--- src/rtl/morse_encoder_fifo.sv ---
// Morse transmitter: ASCII bytes queue in a FIFO and play out as timed marks/gaps.
// Define MORSE_DIGITS_EN to add '0'-'9' to the table.
module morse_encoder_fifo #(
    parameter int UNIT_TICKS = 4,
    parameter int FIFO_DEPTH = 4
) (
    input  logic                          clk,
    input  logic                          rst_n,
    input  logic                          in_valid,
    output logic                          in_ready,
    input  logic [7:0]                    in_char,
    output logic                          key_out,
    output logic                          led_mavi,
    output logic                          led_kirmizi,
    output logic                          busy,
    output logic                          err,
    output logic [$clog2(FIFO_DEPTH):0]   fifo_count
);

    localparam int AW = $clog2(FIFO_DEPTH);
    localparam int CW = AW + 1;
    localparam int TW = $clog2(UNIT_TICKS + 1);

    typedef enum logic [2:0] {
        IDLE, LOAD, MARK, GAP_ELEM, GAP_CHAR, GAP_WORD
    } state_t;

    // {length, pattern left-aligned, 1 = dash}; length 0 = not in table
    function automatic logic [7:0] lookup(input logic [7:0] c);
        logic [7:0] u;
        u = (c >= 8'h61 && c <= 8'h7A) ? c - 8'h20 : c;
        lookup = 8'h00;
        case (u)
            8'h41: lookup = {3'd2, 5'b01000};
            8'h42: lookup = {3'd4, 5'b10000};
            8'h43: lookup = {3'd4, 5'b10100};
            8'h44: lookup = {3'd3, 5'b10000};
            8'h45: lookup = {3'd1, 5'b00000};
            8'h46: lookup = {3'd4, 5'b00100};
            8'h47: lookup = {3'd3, 5'b11000};
            8'h48: lookup = {3'd4, 5'b00000};
            8'h49: lookup = {3'd2, 5'b00000};
            8'h4A: lookup = {3'd4, 5'b01110};
            8'h4B: lookup = {3'd3, 5'b10100};
            8'h4C: lookup = {3'd4, 5'b01000};
            8'h4D: lookup = {3'd2, 5'b11000};
            8'h4E: lookup = {3'd2, 5'b10000};
            8'h4F: lookup = {3'd3, 5'b11100};
            8'h50: lookup = {3'd4, 5'b01100};
            8'h51: lookup = {3'd4, 5'b11010};
            8'h52: lookup = {3'd3, 5'b01000};
            8'h53: lookup = {3'd3, 5'b00000};
            8'h54: lookup = {3'd1, 5'b10000};
            8'h55: lookup = {3'd3, 5'b00100};
            8'h56: lookup = {3'd4, 5'b00010};
            8'h57: lookup = {3'd3, 5'b01100};
            8'h58: lookup = {3'd4, 5'b10010};
            8'h59: lookup = {3'd4, 5'b10110};
            8'h5A: lookup = {3'd4, 5'b11000};
`ifdef MORSE_DIGITS_EN
            8'h30: lookup = {3'd5, 5'b11111};
            8'h31: lookup = {3'd5, 5'b01111};
            8'h32: lookup = {3'd5, 5'b00111};
            8'h33: lookup = {3'd5, 5'b00011};
            8'h34: lookup = {3'd5, 5'b00001};
            8'h35: lookup = {3'd5, 5'b00000};
            8'h36: lookup = {3'd5, 5'b10000};
            8'h37: lookup = {3'd5, 5'b11000};
            8'h38: lookup = {3'd5, 5'b11100};
            8'h39: lookup = {3'd5, 5'b11110};
`else
`endif
            default: lookup = 8'h00;
        endcase
    endfunction

    logic [7:0]    mem [FIFO_DEPTH];
    logic [AW-1:0] wr_ptr, rd_ptr;
    logic [CW-1:0] count, count_next;
    logic          push, pop;

    state_t        state;
    logic [TW-1:0] tick;
    logic [2:0]    unit, dur, rem;
    logic [4:0]    cur_pat;
    logic [2:0]    ch_len, st_len;
    logic [4:0]    ch_pat, st_pat;
    logic          ch_space, ch_bad, st_space;
    logic [7:0]    hd, hd_code;
    logic          hd_space, hd_bad;
    logic          done, gap_last, launch, idle_next;

    assign in_ready   = count != CW'(FIFO_DEPTH);
    assign fifo_count = count;
    assign push       = in_valid && in_ready;

    assign hd       = mem[rd_ptr];
    assign hd_code  = lookup(hd);
    assign hd_space = hd == 8'h20;
    assign hd_bad   = !hd_space && hd_code[7:5] == 3'd0;

    always_comb begin
        dur = 3'd1;
        unique case (state)
            MARK:     dur = cur_pat[4] ? 3'd3 : 3'd1;
            GAP_CHAR: dur = 3'd3;
            GAP_WORD: dur = 3'd4;
            default:  dur = 3'd1;
        endcase
    end

    assign done     = tick == TW'(UNIT_TICKS - 1) && unit == dur - 3'd1;
    assign gap_last = (state == GAP_CHAR || state == GAP_WORD) && done;
    assign pop      = count != '0 && (state == IDLE || gap_last);

    // A finishing gap hands straight over to the next queued character,
    // so back-to-back characters carry no state-transition overhead.
    assign launch = (state == LOAD && !ch_bad)
                 || (gap_last && count != '0 && !hd_bad);
    assign idle_next = (state == IDLE && !pop)
                    || (state == LOAD && ch_bad)
                    || (gap_last && count == '0);

    assign st_len   = (state == LOAD) ? ch_len   : hd_code[7:5];
    assign st_pat   = (state == LOAD) ? ch_pat   : hd_code[4:0];
    assign st_space = (state == LOAD) ? ch_space : hd_space;

    always_comb begin
        count_next = count;
        if (push && !pop)
            count_next = count + CW'(1);
        else if (pop && !push)
            count_next = count - CW'(1);
    end

    always_ff @(posedge clk) begin
        if (push)
            mem[wr_ptr] <= in_char;
    end

    always_ff @(posedge clk or negedge rst_n) begin
        if (!rst_n) begin
            wr_ptr <= '0;
            rd_ptr <= '0;
            count  <= '0;
        end else begin
            if (push)
                wr_ptr <= wr_ptr + AW'(1);
            if (pop)
                rd_ptr <= rd_ptr + AW'(1);
            count <= count_next;
        end
    end

    always_ff @(posedge clk or negedge rst_n) begin
        if (!rst_n) begin
            state       <= IDLE;
            tick        <= '0;
            unit        <= '0;
            rem         <= '0;
            cur_pat     <= '0;
            ch_len      <= '0;
            ch_pat      <= '0;
            ch_space    <= 1'b0;
            ch_bad      <= 1'b0;
            key_out     <= 1'b0;
            led_mavi    <= 1'b0;
            led_kirmizi <= 1'b0;
            busy        <= 1'b0;
            err         <= 1'b0;
        end else begin
            err  <= 1'b0;
            busy <= count_next != '0 || !idle_next;
            if (launch) begin
                tick        <= '0;
                unit        <= '0;
                cur_pat     <= st_pat;
                rem         <= st_len;
                state       <= st_space ? GAP_WORD : MARK;
                key_out     <= !st_space;
                led_mavi    <= !st_space && !st_pat[4];
                led_kirmizi <= !st_space && st_pat[4];
            end else begin
                unique case (state)
                    IDLE: begin
                        if (pop) begin
                            ch_len   <= hd_code[7:5];
                            ch_pat   <= hd_code[4:0];
                            ch_space <= hd_space;
                            ch_bad   <= hd_bad;
                            err      <= hd_bad;
                            state    <= LOAD;
                        end
                    end
                    LOAD: state <= IDLE;
                    MARK, GAP_ELEM, GAP_CHAR, GAP_WORD: begin
                        if (!done) begin
                            if (tick == TW'(UNIT_TICKS - 1)) begin
                                tick <= '0;
                                unit <= unit + 3'd1;
                            end else begin
                                tick <= tick + TW'(1);
                            end
                        end else begin
                            tick <= '0;
                            unit <= '0;
                            if (state == MARK) begin
                                key_out     <= 1'b0;
                                led_mavi    <= 1'b0;
                                led_kirmizi <= 1'b0;
                                cur_pat     <= cur_pat << 1;
                                rem         <= rem - 3'd1;
                                state       <= (rem == 3'd1) ? GAP_CHAR : GAP_ELEM;
                            end else if (state == GAP_ELEM) begin
                                key_out     <= 1'b1;
                                led_mavi    <= !cur_pat[4];
                                led_kirmizi <= cur_pat[4];
                                state       <= MARK;
                            end else if (count == '0) begin
                                state <= IDLE;
                            end else begin
                                ch_bad <= 1'b1;
                                err    <= 1'b1;
                                state  <= LOAD;
                            end
                        end
                    end
                    default: state <= IDLE;
                endcase
            end
        end
    end

endmodule

--- config.mk ---
export PLATFORM = sky130hd
export DESIGN_NAME = morse_encoder_fifo
export DESIGN_NICKNAME = d
export VERILOG_FILES = /design/src/rtl/morse_encoder_fifo.sv
export SDC_FILE = /design/constraint.sdc
export NUM_CORES = 1
export LEC_CHECK = 0
export CAP_MARGIN = 20
export CORE_AREA = 2 2 96 98
export CTS_CLUSTER_SIZE = 24
export DETAILED_ROUTE_END_ITERATION = 12
export DIE_AREA = 0 0 98 100
export PLACE_DENSITY = 0.68
export RECOVER_POWER = 100
export SYNTH_ARGS = -nofsm -noshare
export SYNTH_HDL_FRONTEND = slang
export SYNTH_SLANG_ARGS = --single-unit
--- constraint.sdc ---
create_clock -name clk -period 5.7 [get_ports clk]
set_clock_uncertainty 0.2 [all_clocks]
set_input_delay 1.71 -clock clk [delete_from_list [all_inputs] [get_ports clk]]
set_output_delay 1.71 -clock clk [all_outputs]
set_load 0.05 [all_outputs]
* Word-level counts from Yosys, hierarchy flattened
Memory sizes are Yosys's and may differ from the RTL's. Cells that the tools add are included.
Storage, ports and cells: flip-flop bits (word level) 39, RAM bits 32, memory bits (read-only) 896, bits of input ports 11, output and inout bits 9, logic and storage cells 161, memories 2
Memories:
- (name not given) | words 128, width 7, rd ports 1, clocked after memory_dff 0, wr ports 0, line 33 | case (u)
- mem | words 4, width 8, rd ports 1, clocked after memory_dff 0, wr ports 1, line 77 | logic [7:0] mem [FIFO_DEPTH];
Operators by class: $add $sub $neg 9, $lt $le $gt $ge 2, equality and inequality tests 17, multiplexer cells 64, bitwise logic cells 1, reduce and logical (&&, ||, !) cells 49
Operators with widths (count):
- 3-bit 2-to-1 mux | 21
- 1-bit 2-to-1 mux | 30
- 5-bit 2-to-1 mux | 5
- 1-bit logical AND | 16
- 8-bit 2-to-1 mux | 2
- 3-bit nonzero test | 4
- 2-bit != test, second input constant | 5
- 3-bit by 1-bit adder with 3-bit output, second input constant | 3
- 3-bit by 2-bit == test with 1-bit output, second input constant | 3
- 1-bit zero test | 9
- 3-bit zero test | 3
- 3-bit != test, second input constant | 3
- 3-bit one-hot mux with 3 select lines | 1
- 3-bit AND reduction | 3
- 3-bit by 1-bit subtractor with 3-bit output, second input constant | 3
- 8-bit by 6-bit == test with 1-bit output, second input constant | 1
- 8-bit by 7-bit >= comparator with 1-bit output, second input constant | 1
- 8-bit by 7-bit <= comparator with 1-bit output, second input constant | 1
- 2-bit nonzero test | 4
- 8-bit by 6-bit subtractor with 8-bit output, second input constant | 1
- 7-bit AND reduction | 1
- 3-bit by 1-bit == test with 1-bit output, second input constant | 2
- 3-bit == test, second input constant | 2
- 1-bit logical OR | 6
- other kinds (8) | 12

* Longest topological paths before layout
Gate-level depths: netlist of the first run.
depth in word-level cells 14, depth in mapped cells 14, gate-level depth less buffers 11

* Worst setup path before layout of the first run
OpenSTA, ideal clock, no wires.
path kind register to register, start register rd_ptr[0], end register state[2], library setup time 0.126 ns, arrival time 3.020 ns, data required time 5.374 ns, path slack 2.354 ns, cell stages (with the launch flop) 14, buffers on the path 3, period minus slack after synthesis 3.346 ns, path through dfrtp_1 -> buf_6 -> mux4_2 -> clkbuf_1 -> inv_1 -> ha_1 -> nand2b_1 -> o41a_1 -> o221ai_2 -> inv_2 -> o31ai_2 -> a31oi_1 -> buf_6 -> a221o_1
Between the ends: longest elaborated chain between the ends 13, elaborated cells on any way between the ends 21, classes of those cells 1 x add/sub; 2 x order compare; 3 x eq/ne; 5 x mux; 8 x reduce/logical; 2 x memory
Ends and longest elaborated chain:
- start: declaration | line 78 | logic [AW-1:0] wr_ptr, rd_ptr;
- start signal: assignment | line 150 | rd_ptr <= rd_ptr + AW'(1);
- memory 4 x 8 bit (*)
- 8-bit by 7-bit >= comparator with 1-bit output or 8-bit by 7-bit <= comparator with 1-bit output (tied branches) | line 31 | u = (c >= 8'h61 && c <= 8'h7A) ? c - 8'h20 : c;
- 1-bit logical AND | line 31
- 8-bit 2-to-1 mux | line 31
- memory 128 x 7 bit
- 8-bit 2-to-1 mux | line 33
- 3-bit zero test | line 100 | assign hd_bad = !hd_space && hd_code[7:5] == 3'd0;
- 1-bit logical AND | line 100
- 1-bit zero test | line 119 | || (gap_last && count != '0 && !hd_bad);
- 1-bit logical AND | line 119
- 1-bit logical OR | line 119
- 3-bit != test (no source line)
- 2-bit AND reduction (no source line)
- end signal: assignment | line 179 | state <= st_space ? GAP_WORD : MARK;
- end signal: assignment | line 213 | state <= (rem == 3'd1) ? GAP_CHAR : GAP_ELEM;
- end: declaration | line 82 | state_t state;
Every way passes the cells marked *; elsewhere a longest branch is shown, timed or not. A chain may end at the register's enable or synchronous reset.

* Worst setup path in the final report of the first run
start register rd_ptr[0], end register led_kirmizi
Between the ends: longest elaborated chain between the ends 13, elaborated cells on any way between the ends 24, classes of those cells 1 x add/sub; 2 x order compare; 1 x eq/ne; 5 x mux; 13 x reduce/logical; 2 x memory
Ends and longest elaborated chain:
- memory 4 x 8 bit (*)
- 8-bit by 7-bit >= comparator with 1-bit output or 8-bit by 7-bit <= comparator with 1-bit output (tied branches) | line 31
- 1-bit logical AND | line 31
- 8-bit 2-to-1 mux | line 31
- memory 128 x 7 bit
- 8-bit 2-to-1 mux | line 33
- 3-bit zero test | line 100
- 1-bit logical AND | line 100
- 1-bit zero test | line 119
- 1-bit logical AND | line 119
- 1-bit logical OR | line 119
- 3-bit nonzero test (no source line) or 2-bit nonzero test (tied branches)
- 3-bit AND reduction (no source line)
- end signal: assignment | line 182 | led_kirmizi <= !st_space && st_pat[4];
- end signal: assignment | line 217 | led_kirmizi <= cur_pat[4];
- end: declaration | line 14 | output logic led_kirmizi,
Marked as above.

==> metrics list, run 1 <==
* Total half-perimeter wirelength after legalization and detailed placement: 4937 um
- Endpoint type of the worst setup path: flip-flop
- Post-Route Setup TNS: 0 ns
- Max Fclk: 227.1 MHz
- The worst register-to-register path has a setup slack of 1.30 ns.
* Distinct cell type count of the synthesized netlist: 51
- Total clock buffers created by CTS: 9
- Hold repair after CTS inserted 0 buffers.
* Number of nets with antenna violations after routing: 0
- Total Die Area: 9800 sq um
- Transition time of the tightest slew-check pin: 2.007 ns
* Number of cells on the worst reg-to-reg path: 11
- In the final routed layout, each cell accounts on average for 14.75 um.
- Min Clock Period, post-route: 4.404 ns
- Share of the core filled with cells in the final layout: 0.4788
- Fraction of registers with async set/reset: 0.5362
- Worst min-delay path class: flip-flop to flip-flop
* GRT Residual Overflow: 0
- Final GP Congestion: 0.8536
- The first TritonRoute pass finished after 4 iterations.
* Number of cell rows: 35
- After detailed routing, the total wire length is 7138 um.
* Regs by FF count: mem: 32 flops, ch_pat: 4 flops, cur_pat: 4 flops
- Number of post-CTS setup repair buffers: 0
- For this design the static power due to leakage is 1.778 nW.
- Counting every net in the synthesized netlist gives 381.
- The share of the Yosys chip area taken by registers is 0.4926.
- The routed layout has 2,567 vias.
* Fraction of layout instances using a drive strength above 1: 0.07775
- The clock net in this run drives a total of 69 sinks.
- Top library cells by usage in the layout, fill and taps aside: sky130_fd_sc_hd__nand2_1, sky130_fd_sc_hd__dfrtp_1, sky130_fd_sc_hd__edfxtp_1
- The register with the most flip-flops in the layout has 32 of them.
- Most flops, register: mem
* CP Max Fanout: 13
- CTS resizes: 0
* Critical path startpoint: rd_ptr[0]
- Crit Reg-Reg Startpoint: rd_ptr[0]
* End of the worst register-to-register path: led_kirmizi
- During synthesis, Yosys emitted a total of 0 warnings.
- Clock transition at the registers of the reported paths: 0.07 ns
- Most frequent standard cell in the layout excluding fill and tap cells: sky130_fd_sc_hd__nand2_1
- At the worst endpoint, the arrival time is 4.43 ns.
- Dividing the detail-routed via count by the number of cells gives 5.304.
- Violated checks: max-capacitance violations, max-slew violations
* Count of input and output buffers: 19
- In the global route stage, overall resource usage came out at 0.1603.
* Synthesis-stage register bit count: 69
- Final non-filler cell area: 4257 sq um
- Max-cap violations in this run came to 1.
* Flip-flop cell with the highest count after synthesis: sky130_fd_sc_hd__dfrtp_1
- Antenna cell count: 0
- In this run the cell area of the synthesized design comes to 3830 sq um.
* CTS tree: yes
- Final instance count without filler cells: 484
* Die Y-Extent: 100 um
* Number of endpoints failing setup at the final stage: 0
* End point of the critical path: led_kirmizi
* Unrepaired setup endpoints after global routing: false
* Number of ports placed on the die boundary: 20
* Share of the cycle needed by the critical path after routing: 0.7726
* # DRC: 0
- P per Cell Area: 563.8 nW/um^2
- Run status: complete, but fails checks
- Initial Util: 0.4308
* Mean instance size in the synthesized netlist: 10.94 sq um
- Final Hold Viols: 0
- Clock latency on the worst-skew pair: 0.35 ns
* Final Max Tran Viols: 38
- After detailed placement, the total cell area comes to 4090 sq um.
- Counting instances, the worst hold path has a depth of 2.
* Core Footprint: 8890 sq um
- Worst Setup Start Kind: flip-flop
- The number of antenna violations at the first check in global routing is 0.
- Across the VDD grid, the largest voltage drop is 0.4175 mV.
- Global-route wire length before repair: 12,420 um
- The area growth from synthesis to layout is 11.14%.
- In this run the horizontal extent of the chip is 98 um.
- EDFF count, synth: 32
- Including well taps, the total number of placed cells is 467.
- Slew Limit Headroom: -0.3377
- Gate count of the mapped netlist: 350
- After the first detailed-routing iteration, the DRC count stood at 133.
* Number of nets in the layout: 399
* CTS root buffer: sky130_fd_sc_hd__clkbuf_8
* Startpoint-to-endpoint class of the critical path: flip-flop to flip-flop
- STA puts the critical path data required time at 5.73 ns.
- Largest net degree at the start of global routing: 38
- The clock passes through at most 2 buffers.
- Count of H-tree levels built during CTS: 3
- Number of global-route vias before repair: 2,615
==> how the worst min path moves through the flow <==
stage / from / to
3_3_place_gp: ch_len[2] / ch_len[2]
6_report: ch_pat[1] / ch_pat[1]
2_1_floorplan: ch_len[0] / ch_len[0]
4_1_cts: ch_len[2] / ch_len[2]
3_5_place_dp: ch_len[2] / ch_len[2]
5_1_grt: ch_pat[3] / ch_pat[3]
==> metrics by stage <==
stage	power, mW	hold slack [ns]	setup WS, ns
6_report	2.400	0.2847	1.296
5_1_grt	2.607	0.3169	0.9169
4_1_cts	2.448	0.2863	1.702
3_5_place_dp	2.054	0.2675	1.717
3_3_place_gp	2.039	0.2572	1.579
2_1_floorplan	1.784	0.2450	2.354
==> metal layers <==
metal	wire length [um]	track usage	vias up
li1	-	-	1287
met1	3423	0.2104	1228
met5	0	0	-
met4	149	0.07158	0
met2	3372	0.2613	40
met3	193	0.02994	12
==> Yosys cell counts, types with 3 or more instances <==
library cell,instances,area share
sky130_fd_sc_hd__nor3_1,6,0.0078
sky130_fd_sc_hd__nor2b_1,7,0.011
sky130_fd_sc_hd__buf_2,4,0.0052
sky130_fd_sc_hd__clkbuf_1,5,0.0049
sky130_fd_sc_hd__xor2_1,4,0.0091
sky130_fd_sc_hd__o22ai_1,4,0.0065
sky130_fd_sc_hd__mux4_2,8,0.047
sky130_fd_sc_hd__and3b_1,3,0.0069
sky130_fd_sc_hd__a221oi_1,3,0.0069
sky130_fd_sc_hd__ha_1,20,0.065
sky130_fd_sc_hd__nand2_1,46,0.045
sky130_fd_sc_hd__nand3_1,8,0.010
sky130_fd_sc_hd__o21a_1,3,0.0059
sky130_fd_sc_hd__and2_1,5,0.0082
sky130_fd_sc_hd__buf_6,4,0.012
sky130_fd_sc_hd__edfxtp_1,32,0.25
sky130_fd_sc_hd__dfrtp_1,37,0.24
sky130_fd_sc_hd__mux2i_1,21,0.055
sky130_fd_sc_hd__o21ai_0,10,0.013
sky130_fd_sc_hd__or3_1,3,0.0049
sky130_fd_sc_hd__inv_1,15,0.015
sky130_fd_sc_hd__xnor2_1,7,0.016
sky130_fd_sc_hd__nor2_1,25,0.025
sky130_fd_sc_hd__o2bb2ai_1,3,0.0069
sky130_fd_sc_hd__nand2b_1,12,0.020
sky130_fd_sc_hd__and3_1,5,0.0082
sky130_fd_sc_hd__a21oi_1,19,0.025
==> critical path, stage by stage (launching register included) <==
cell	delay (ns)
sky130_fd_sc_hd__dfrtp_1	0.69
sky130_fd_sc_hd__mux4_2	0.73
sky130_fd_sc_hd__inv_1	0.13
sky130_fd_sc_hd__ha_1	0.25
sky130_fd_sc_hd__nand2b_1	0.08
sky130_fd_sc_hd__o41a_1	0.41
sky130_fd_sc_hd__o221ai_1	0.43
sky130_fd_sc_hd__clkinv_1	0.21
sky130_fd_sc_hd__o31ai_1	0.16
sky130_fd_sc_hd__a31oi_1	0.41
sky130_fd_sc_hd__buf_8	0.29
sky130_fd_sc_hd__mux2_1	0.31
==> where the power goes <==
group | switching [mW] | internal (mW)
logic | 0.733 | 0.481
clock network | 0.187 | 0.199
registers | 0.123 | 0.676
total | 1.04 | 1.36
==> logic make-up after synthesis <==
kind of cell	share of synthesized area
muxes	0.1088
DFF	0.4926
AOI/OAI and AO/OA	0.1058
and+or+nand+nor	0.1598
buffers and inverters	0.03985
adders and majority gates	0.06795
xor gates and xnor gates	0.02515
==> cell type report <==
| type | instances | area [sq um] |
|---|---|---|
| clock inverter | 7 | 66.31 |
| timing repair buffer | 22 | 211.5 |
| multi-input combinational | 250 | 1769 |
| fill | 801 | 4633 |
| inverter | 16 | 60.06 |
| sequential | 69 | 1887 |
| clock buffer | 9 | 123.9 |
| tap | 111 | 138.9 |
(Power assumes the default switching activity.)
==> inputs of run 2 (changes only) <==
Settings changed: PLACE_DENSITY 0.68 to 0.71.
Clock period 5.7 ns to 3.8 ns, I/O delays scaled along.
==> run 2 against run 1 <==
The run still ends with max-capacitance violations, max-slew violations left. Clock power rose by 73%. Wire length is 4.5% higher. Cell count up 2.1%. Critical path depth unchanged. Largest power group unchanged.
==> metrics list, run 2 (synthesized netlist as in run 1, its figures left out) <==
* Number of nets in the layout: 409 (+2.5%)
* Number of max-cap violations: 1 (unchanged)
* Worst Setup Start Kind: flip-flop
* Violated checks: max-capacitance violations, max-slew violations
- The smallest setup slack after layout was 0.2026 ns (-1.093 ns).
* CTS resizes: 0 (unchanged)
* Signal arrival time at the worst endpoint: 3.62 ns (-0.81 ns)
* Min Clock Period, post-route: 3.597 ns (-0.8066 ns)
- DRT iter0 DRCs: 148 (+11%)
* Max Fclk: 278.0 MHz (+22%)
- The total power per unit cell area came to 866.3 nW/um^2 (+54%).
- Number of ports placed on the die boundary: 20 (unchanged)
- The flip-flop and latch area came to 1887 sq um (unchanged).
- Final Hold Viols: 0 (unchanged)
- CTS Hold Bufs: 0 (unchanged)
- The area growth from synthesis to layout is 14.47%.
* GRT Residual Overflow: 0 (unchanged)
- The die span in y was 100 um (unchanged).
* Final Max Tran Viols: 38 (unchanged)
- The library cell used most frequently in the layout, excluding fill and tap cells, is sky130_fd_sc_hd__nand2_1.
- The number of search-and-repair iterations in the first detailed-routing pass came to 6 (+2).
- The largest registers in the layout are mem: 32 flops, ch_pat: 4 flops, cur_pat: 4 flops.
* Count of input and output buffers: 19 (unchanged)
- Number of endpoints failing setup at the final stage: 0 (unchanged)
- The tree is rooted in a sky130_fd_sc_hd__clkbuf_8.
* Post-Route Setup TNS: 0 ns (unchanged)
- Count of filler cells inserted in the layout: 777 (-3.0%)
- The peak fanout along the critical path was 11 (-2).
* Most flops, register: mem
* Final GP Congestion: 0.8779 (+2.8%)
- Setup repair after global routing left no endpoint under its margin.
- Total Die Area: 9800 sq um (unchanged)
- The number of antenna violations at the first check in global routing is 0 (unchanged).
* Top library cells by usage in the layout, fill and taps aside: sky130_fd_sc_hd__nand2_1, sky130_fd_sc_hd__dfrtp_1, sky130_fd_sc_hd__edfxtp_1
- The diode insertion count for antenna repair came to 0 (unchanged).
- Run status: complete, but fails checks
- Number of cell rows: 35 (unchanged)
* Count of H-tree levels built during CTS: 3 (unchanged)
- Fraction of layout instances using a drive strength above 1: 0.1070 (+0.02930)
- The number of placed cells counting well taps is 478 (+2.4%).
* Total length of routed wires: 7458 um (+4.5%)
- The average via count per standard cell came to 5.415 (+2.1%).
- The static leakage was 1.836 nW (+3.3%).
- The insertion delay to the later sink of the worst-skew pair was 0.34 ns (about the same).
- Number of nets with antenna violations after routing: 0 (unchanged)
- The slew at the pin closest to its max-slew limit came to 1.995 ns (-0.01171 ns).
- The global routing usage summed across all routing layers is 0.1605 (+0.0002040).
- The clock-pin transition on the worst setup and hold timing paths was 0.08 ns (about the same).
- The total power consumption of the routed design was 3.798 mW (+58%).
* Number of buffers between clock root and the deepest sink: 2 (unchanged)
* Worst min-delay path class: flip-flop to flip-flop
- The data required time at the worst endpoint is 3.82 ns (-1.91 ns).
- The initial standard-cell utilization of the core came to 0.4308 (unchanged).
- TritonCTS built the clock tree.
- The first-pass GRT wire length is 12,610 um (+1.6%).
* Share of the cycle needed by the critical path after routing: 0.9467 (+0.1741)
- Share of the core filled with cells in the final layout: 0.4932 (+0.01436)
- Cell area after placement: 4165 sq um (+1.8%)
- TritonCTS Sinks: 69 (unchanged)
* Slew Limit Headroom: -0.3299 (+0.007807)
* Die width: 98 um (unchanged)
- The count of vias placed by the detailed router is 2,675 (+4.2%).
* Startpoint-to-endpoint class of the critical path: flip-flop to flip-flop
- Max rail drop VDD: 0.4810 mV (+15%)
* Core Footprint: 8890 sq um (unchanged)
- Number of post-CTS setup repair buffers: 0 (unchanged)
- Post-DR wirelength/cell: 15.10 um (+2.4%)
* Flip-flop count of the largest register, all copies and words added: 32 (unchanged)
- Final instance count without filler cells: 494 (+2.1%)
- The clock buffer count from CTS was 9 (unchanged).
- # DRC: 0 (unchanged)
- Final non-filler cell area: 4384 sq um (+3.0%)
- Post-place setup slack: 0.1933 ns (-1.523 ns)
- Total half-perimeter wirelength after legalization and detailed placement: 5326 um (+7.9%)
- The area of the multi-input gates was 1802 sq um (+1.8%).
- Endpoint type of the worst setup path: flip-flop
- Largest net degree at the start of global routing: 38 (unchanged)
* Final hold slack: 0.2863 ns (+0.001541 ns)
- Number of global-route vias before repair: 2,582 (-1.3%)
run 2: per-layer routing:
layer | wire (um) | track usage
met4 | 72 | 0.06090
met5 | 0 | 0
met1 | 3535 | 0.2146
met3 | 195 | 0.03343
met2 | 3655 | 0.2597
run 2: report_power, final:
part	switching [mW]	leakage [nW]	internal, mW
logic	1.17	0.961	0.784
registers	0.161	0.766	1.01
clock network	0.294	0.110	0.373
total	1.63	1.84	2.17
run 2: final timing paths:
| check | from | to | slack (ns) | cells after the start |
|---|---|---|---|---|
| max in group asynchronous | rst_n | ch_len[2] | 1.10 | 1 |
| setup / recovery | state[2] | busy | 0.20 | 11 |
| setup reg to reg | state[2] | busy | 0.20 | 11 |
| hold reg to reg | ch_len[1] | ch_len[1] | 0.29 | 2 |
| min in group asynchronous | rst_n | rem[0] | 1.14 | 1 |
| hold / removal | ch_len[1] | ch_len[1] | 0.29 | 2 |
run 2: cell type report:
class | instances | share of cell area
Sequential cell | 69 | 0.4304
Multi-Input combinational cell | 250 | 0.4110
Inverter | 16 | 0.01370
Tap cell | 111 | 0.03168
Clock buffer | 9 | 0.02825
Clock inverter | 7 | 0.02255
Timing Repair Buffer | 32 | 0.06250
run 2: critical path, cell delays in order (launching register included):
cell	delay, ns
sky130_fd_sc_hd__dfrtp_1	0.52
sky130_fd_sc_hd__nor2b_1	0.37
sky130_fd_sc_hd__a21oi_1	0.07
sky130_fd_sc_hd__or2_2	0.29
sky130_fd_sc_hd__ha_1	0.19
sky130_fd_sc_hd__xor2_1	0.17
sky130_fd_sc_hd__and3_1	0.20
sky130_fd_sc_hd__o21a_1	0.29
sky130_fd_sc_hd__a31oi_4	0.37
sky130_fd_sc_hd__xnor2_1	0.13
sky130_fd_sc_hd__or3_1	0.36
sky130_fd_sc_hd__or3_1	0.31
==> inputs of run 3 (changes only) <==
Settings changed: CORE_AREA 2 2 96 98 to 2 2 134 71, DIE_AREA 0 0 98 100 to 0 0 136 73.
==> run 3 against run 2 <==
The flow still finishes with violations (max-capacitance violations, max-slew violations). Register-to-register slack about the same. Clock-buffer cell count unchanged. Total power up 9.8%. First-iteration DRC count up 55%. Design area up 3.2%. Clock power up 46%. Worst hold slack worse by 0.0090 ns.
==> metrics list, run 3 (synthesized netlist as in run 1, its figures left out) <==
- Run status: complete, but fails checks
- Violated checks: max-capacitance violations, max-slew violations
- Antenna cell count: 0 (unchanged)
- STA classifies the critical path endpoint as a flip-flop.
* Most frequent standard cell in the layout excluding fill and tap cells: sky130_fd_sc_hd__nand2_1
- The number of buffers added for setup after CTS was 0 (unchanged).
* Final Max Tran Viols: 38 (unchanged)
- The initial standard-cell utilization of the core was 0.4281 (-0.002711).
- # DRC: 0 (unchanged)
- Leaving out fill and tap cells, the most frequent cells in the layout are sky130_fd_sc_hd__nand2_1, sky130_fd_sc_hd__dfrtp_1, sky130_fd_sc_hd__edfxtp_1.
- Clock latency on the worst-skew pair: 0.33 ns (about the same)
- Fraction of layout instances using a drive strength above 1: 0.1126 (+0.005516)
* Antenna violations before repair: 0 (unchanged)
* Reg-to-reg slack, setup: 0.20 ns (about the same)
- The number of primary I/O pins is 20 (unchanged).
- Leakage power figure: 1.890 nW (+2.9%)
- Core Footprint: 8946 sq um (+0.63%)
- The total setup violations reported at the end of the flow came to 0 (unchanged).
- Startpoint-to-endpoint class of the critical path: flip-flop to flip-flop
- Number of max-cap violations: 1 (unchanged)
- The remaining number of nets flagged by the antenna check after routing is 0 (unchanged).
- Final GP Congestion: 0.9109 (+3.8%)
* Number of nets in the layout: 408 (-0.24%)
* Largest net degree at the start of global routing: 38 (unchanged)
- The post-route standard cell area excluding fillers came to 4523 sq um (+3.2%).
- The data required time at the worst endpoint came to 3.80 ns (-0.02 ns).
- Global-route wire length before repair: 13,430 um (+6.5%)
- Worst min-delay path class: flip-flop to flip-flop
- Die width: 136 um (+39%)
- The via count of the first global-routing pass came to 2,630 (+1.9%).
* Total length of routed wires: 8069 um (+8.2%)
* Min Clock Period, post-route: 3.599 ns (+0.001656 ns)
* End of the worst register-to-register path: state[2]
- The area of the die was 9928 sq um (+1.3%).
- Signal arrival time at the worst endpoint: 3.60 ns (-0.02 ns)
- P per Cell Area: 922.1 nW/um^2 (+6.4%)
- The count of vias placed by the detailed router is 2,721 (+1.7%).
- The maximum number of buffers from clock root to sink is 2 (unchanged).
* Max Fclk: 277.8 MHz (about the same)
* Transition time of the tightest slew-check pin: 2.042 ns (+0.04687 ns)
* Count of filler cells inserted in the layout: 800 (+3.0%)
- Crit Reg-Reg Startpoint: rd_ptr[1]
- TritonCTS built the clock tree.
- Start point of the worst hold path: ch_pat[1]
- Flip-flop count of the largest register, all copies and words added: 32 (unchanged)
- Total half-perimeter wirelength after legalization and detailed placement: 5782 um (+8.6%)
- Die Y-Extent: 73 um (-27%)
- The number of search-and-repair iterations in the first detailed-routing pass is 5 (-1).
- The worst setup path is launched from a flip-flop.
- From synthesis to final layout, the design area changed by 18.10%.
- The clock-pin transition on the worst setup and hold timing paths was 0.06 ns (-0.02 ns).
- Overall fraction of global-route tracks in use: 0.1802 (+0.01972)
- Unrepaired setup endpoints after global routing: false
* Regs by FF count: mem: 32 flops, ch_pat: 4 flops, cur_pat: 4 flops
* DRT iter0 DRCs: 230 (+55%)
- Ranked by flip-flop count, first place goes to mem.
- The final standard cell utilization of the core came to 0.5056 (+0.01242).
- The peak fanout along the critical path is 9 (-2).
- The final cycle utilization of the critical path came to 0.9471 (about the same).
- For hold timing, the worst endpoint is ch_pat[1].
* CTS Hold Bufs: 0 (unchanged)
- Final Hold Viols: 0 (unchanged)
* Slew Limit Headroom: -0.3611 (-0.03125)
* Total clock buffers created by CTS: 9 (unchanged)
- The global route total overflow came to 0 (unchanged).
- The floorplan row count is 25 (-29%).
* Cell area after placement: 4170 sq um (+0.12%)
- The total number of clock tree sinks was 69 (unchanged).
- The quantity of I/O buffers inserted on ports is 19 (unchanged).
- The largest vdd supply drop was 0.5547 mV (+15%).
- Post-DR wirelength/cell: 16.04 um (+6.3%)
* Hold Path Cell Cnt: 2 (unchanged)
- Count of H-tree levels built during CTS: 3 (unchanged)
- CTS root buffer: sky130_fd_sc_hd__clkbuf_16
- Number of cells on the worst reg-to-reg path: 10 (-1)
* Number of vias per cell after detailed routing: 5.410 (-0.10%)
* Post-Route Setup TNS: 0 ns (unchanged)
-- run 3: worst max-delay path: stages (launching register included) --
cell	delay, ns
sky130_fd_sc_hd__dfrtp_1	0.61
sky130_fd_sc_hd__mux4_2	0.48
sky130_fd_sc_hd__inv_1	0.16
sky130_fd_sc_hd__ha_1	0.28
sky130_fd_sc_hd__nand2b_1	0.10
sky130_fd_sc_hd__o41a_1	0.44
sky130_fd_sc_hd__o221ai_2	0.36
sky130_fd_sc_hd__inv_2	0.09
sky130_fd_sc_hd__o31ai_2	0.11
sky130_fd_sc_hd__a31oi_2	0.24
sky130_fd_sc_hd__a221o_1	0.39
-- run 3: worst max-delay path by stage --
stage	start	endpoint	slack, ns	cells past startpoint
2_1_floorplan	rd_ptr[0]	state[2]	0.45	13
3_3_place_gp	rd_ptr[0]	state[2]	0.33	10
3_5_place_dp	state[2]	busy	0.21	11
4_1_cts	state[2]	busy	0.16	11
5_1_grt	state[2]	cur_pat[1]	0.02	12
6_report	rd_ptr[1]	state[2]	0.20	10
-- run 3: report_power, final --
part / internal [mW] / leakage [nW] / total (mW) / switching (mW)
clock: 0.644 / 0.162 / 0.971 / 0.327
combinational: 0.786 / 0.962 / 2.01 / 1.22
sequential: 1.02 / 0.766 / 1.19 / 0.176
-- run 3: area by class of cell --
cell class	count	area, sq um	area share
clock inverter	7	122.6	0.02711
timing repair buffer	31	270.3	0.05975
sequential	69	1887	0.4172
tap	121	151.4	0.03347
inverter	16	60.06	0.01328
multi-input combinational	250	1807	0.3994
clock buffer	9	225.2	0.04979
-- run 3: what timing repair did --
item | 4_1_cts | 5_1_grt
setup endpoints to repair | 0 | 10
gates resized for setup | 0 | 2
hold endpoints to repair | 0 | 0
-- run 3: metrics by stage --
| stage | total power [mW] | cells | worst slack, ns | hold WS, ns |
|---|---|---|---|---|
| 4_1_cts | 4.179 | 503 | 0.1641 | 0.2807 |
| 2_1_floorplan | 2.676 | 350 | 0.4541 | 0.2450 |
| 3_5_place_dp | 3.180 | 487 | 0.2114 | 0.2662 |
| 6_report | 4.171 | 503 | 0.2009 | 0.2772 |
| 3_3_place_gp | 3.130 | 487 | 0.3343 | 0.2589 |
| 5_1_grt | 4.457 | 503 | 0.01740 | 0.3168 |
-- run 3: metal layers --
| metal | part of all wire | vias to the layer above | track usage |
|---|---|---|---|
| met3 | 0.061 | 8 | 0.04722 |
| li1 | - | 1312 | - |
| met2 | 0.41 | 84 | 0.2490 |
| met4 | 0.014 | 0 | 0.05903 |
| met1 | 0.52 | 1317 | 0.2733 |
| met5 | 0 | - | 0 |
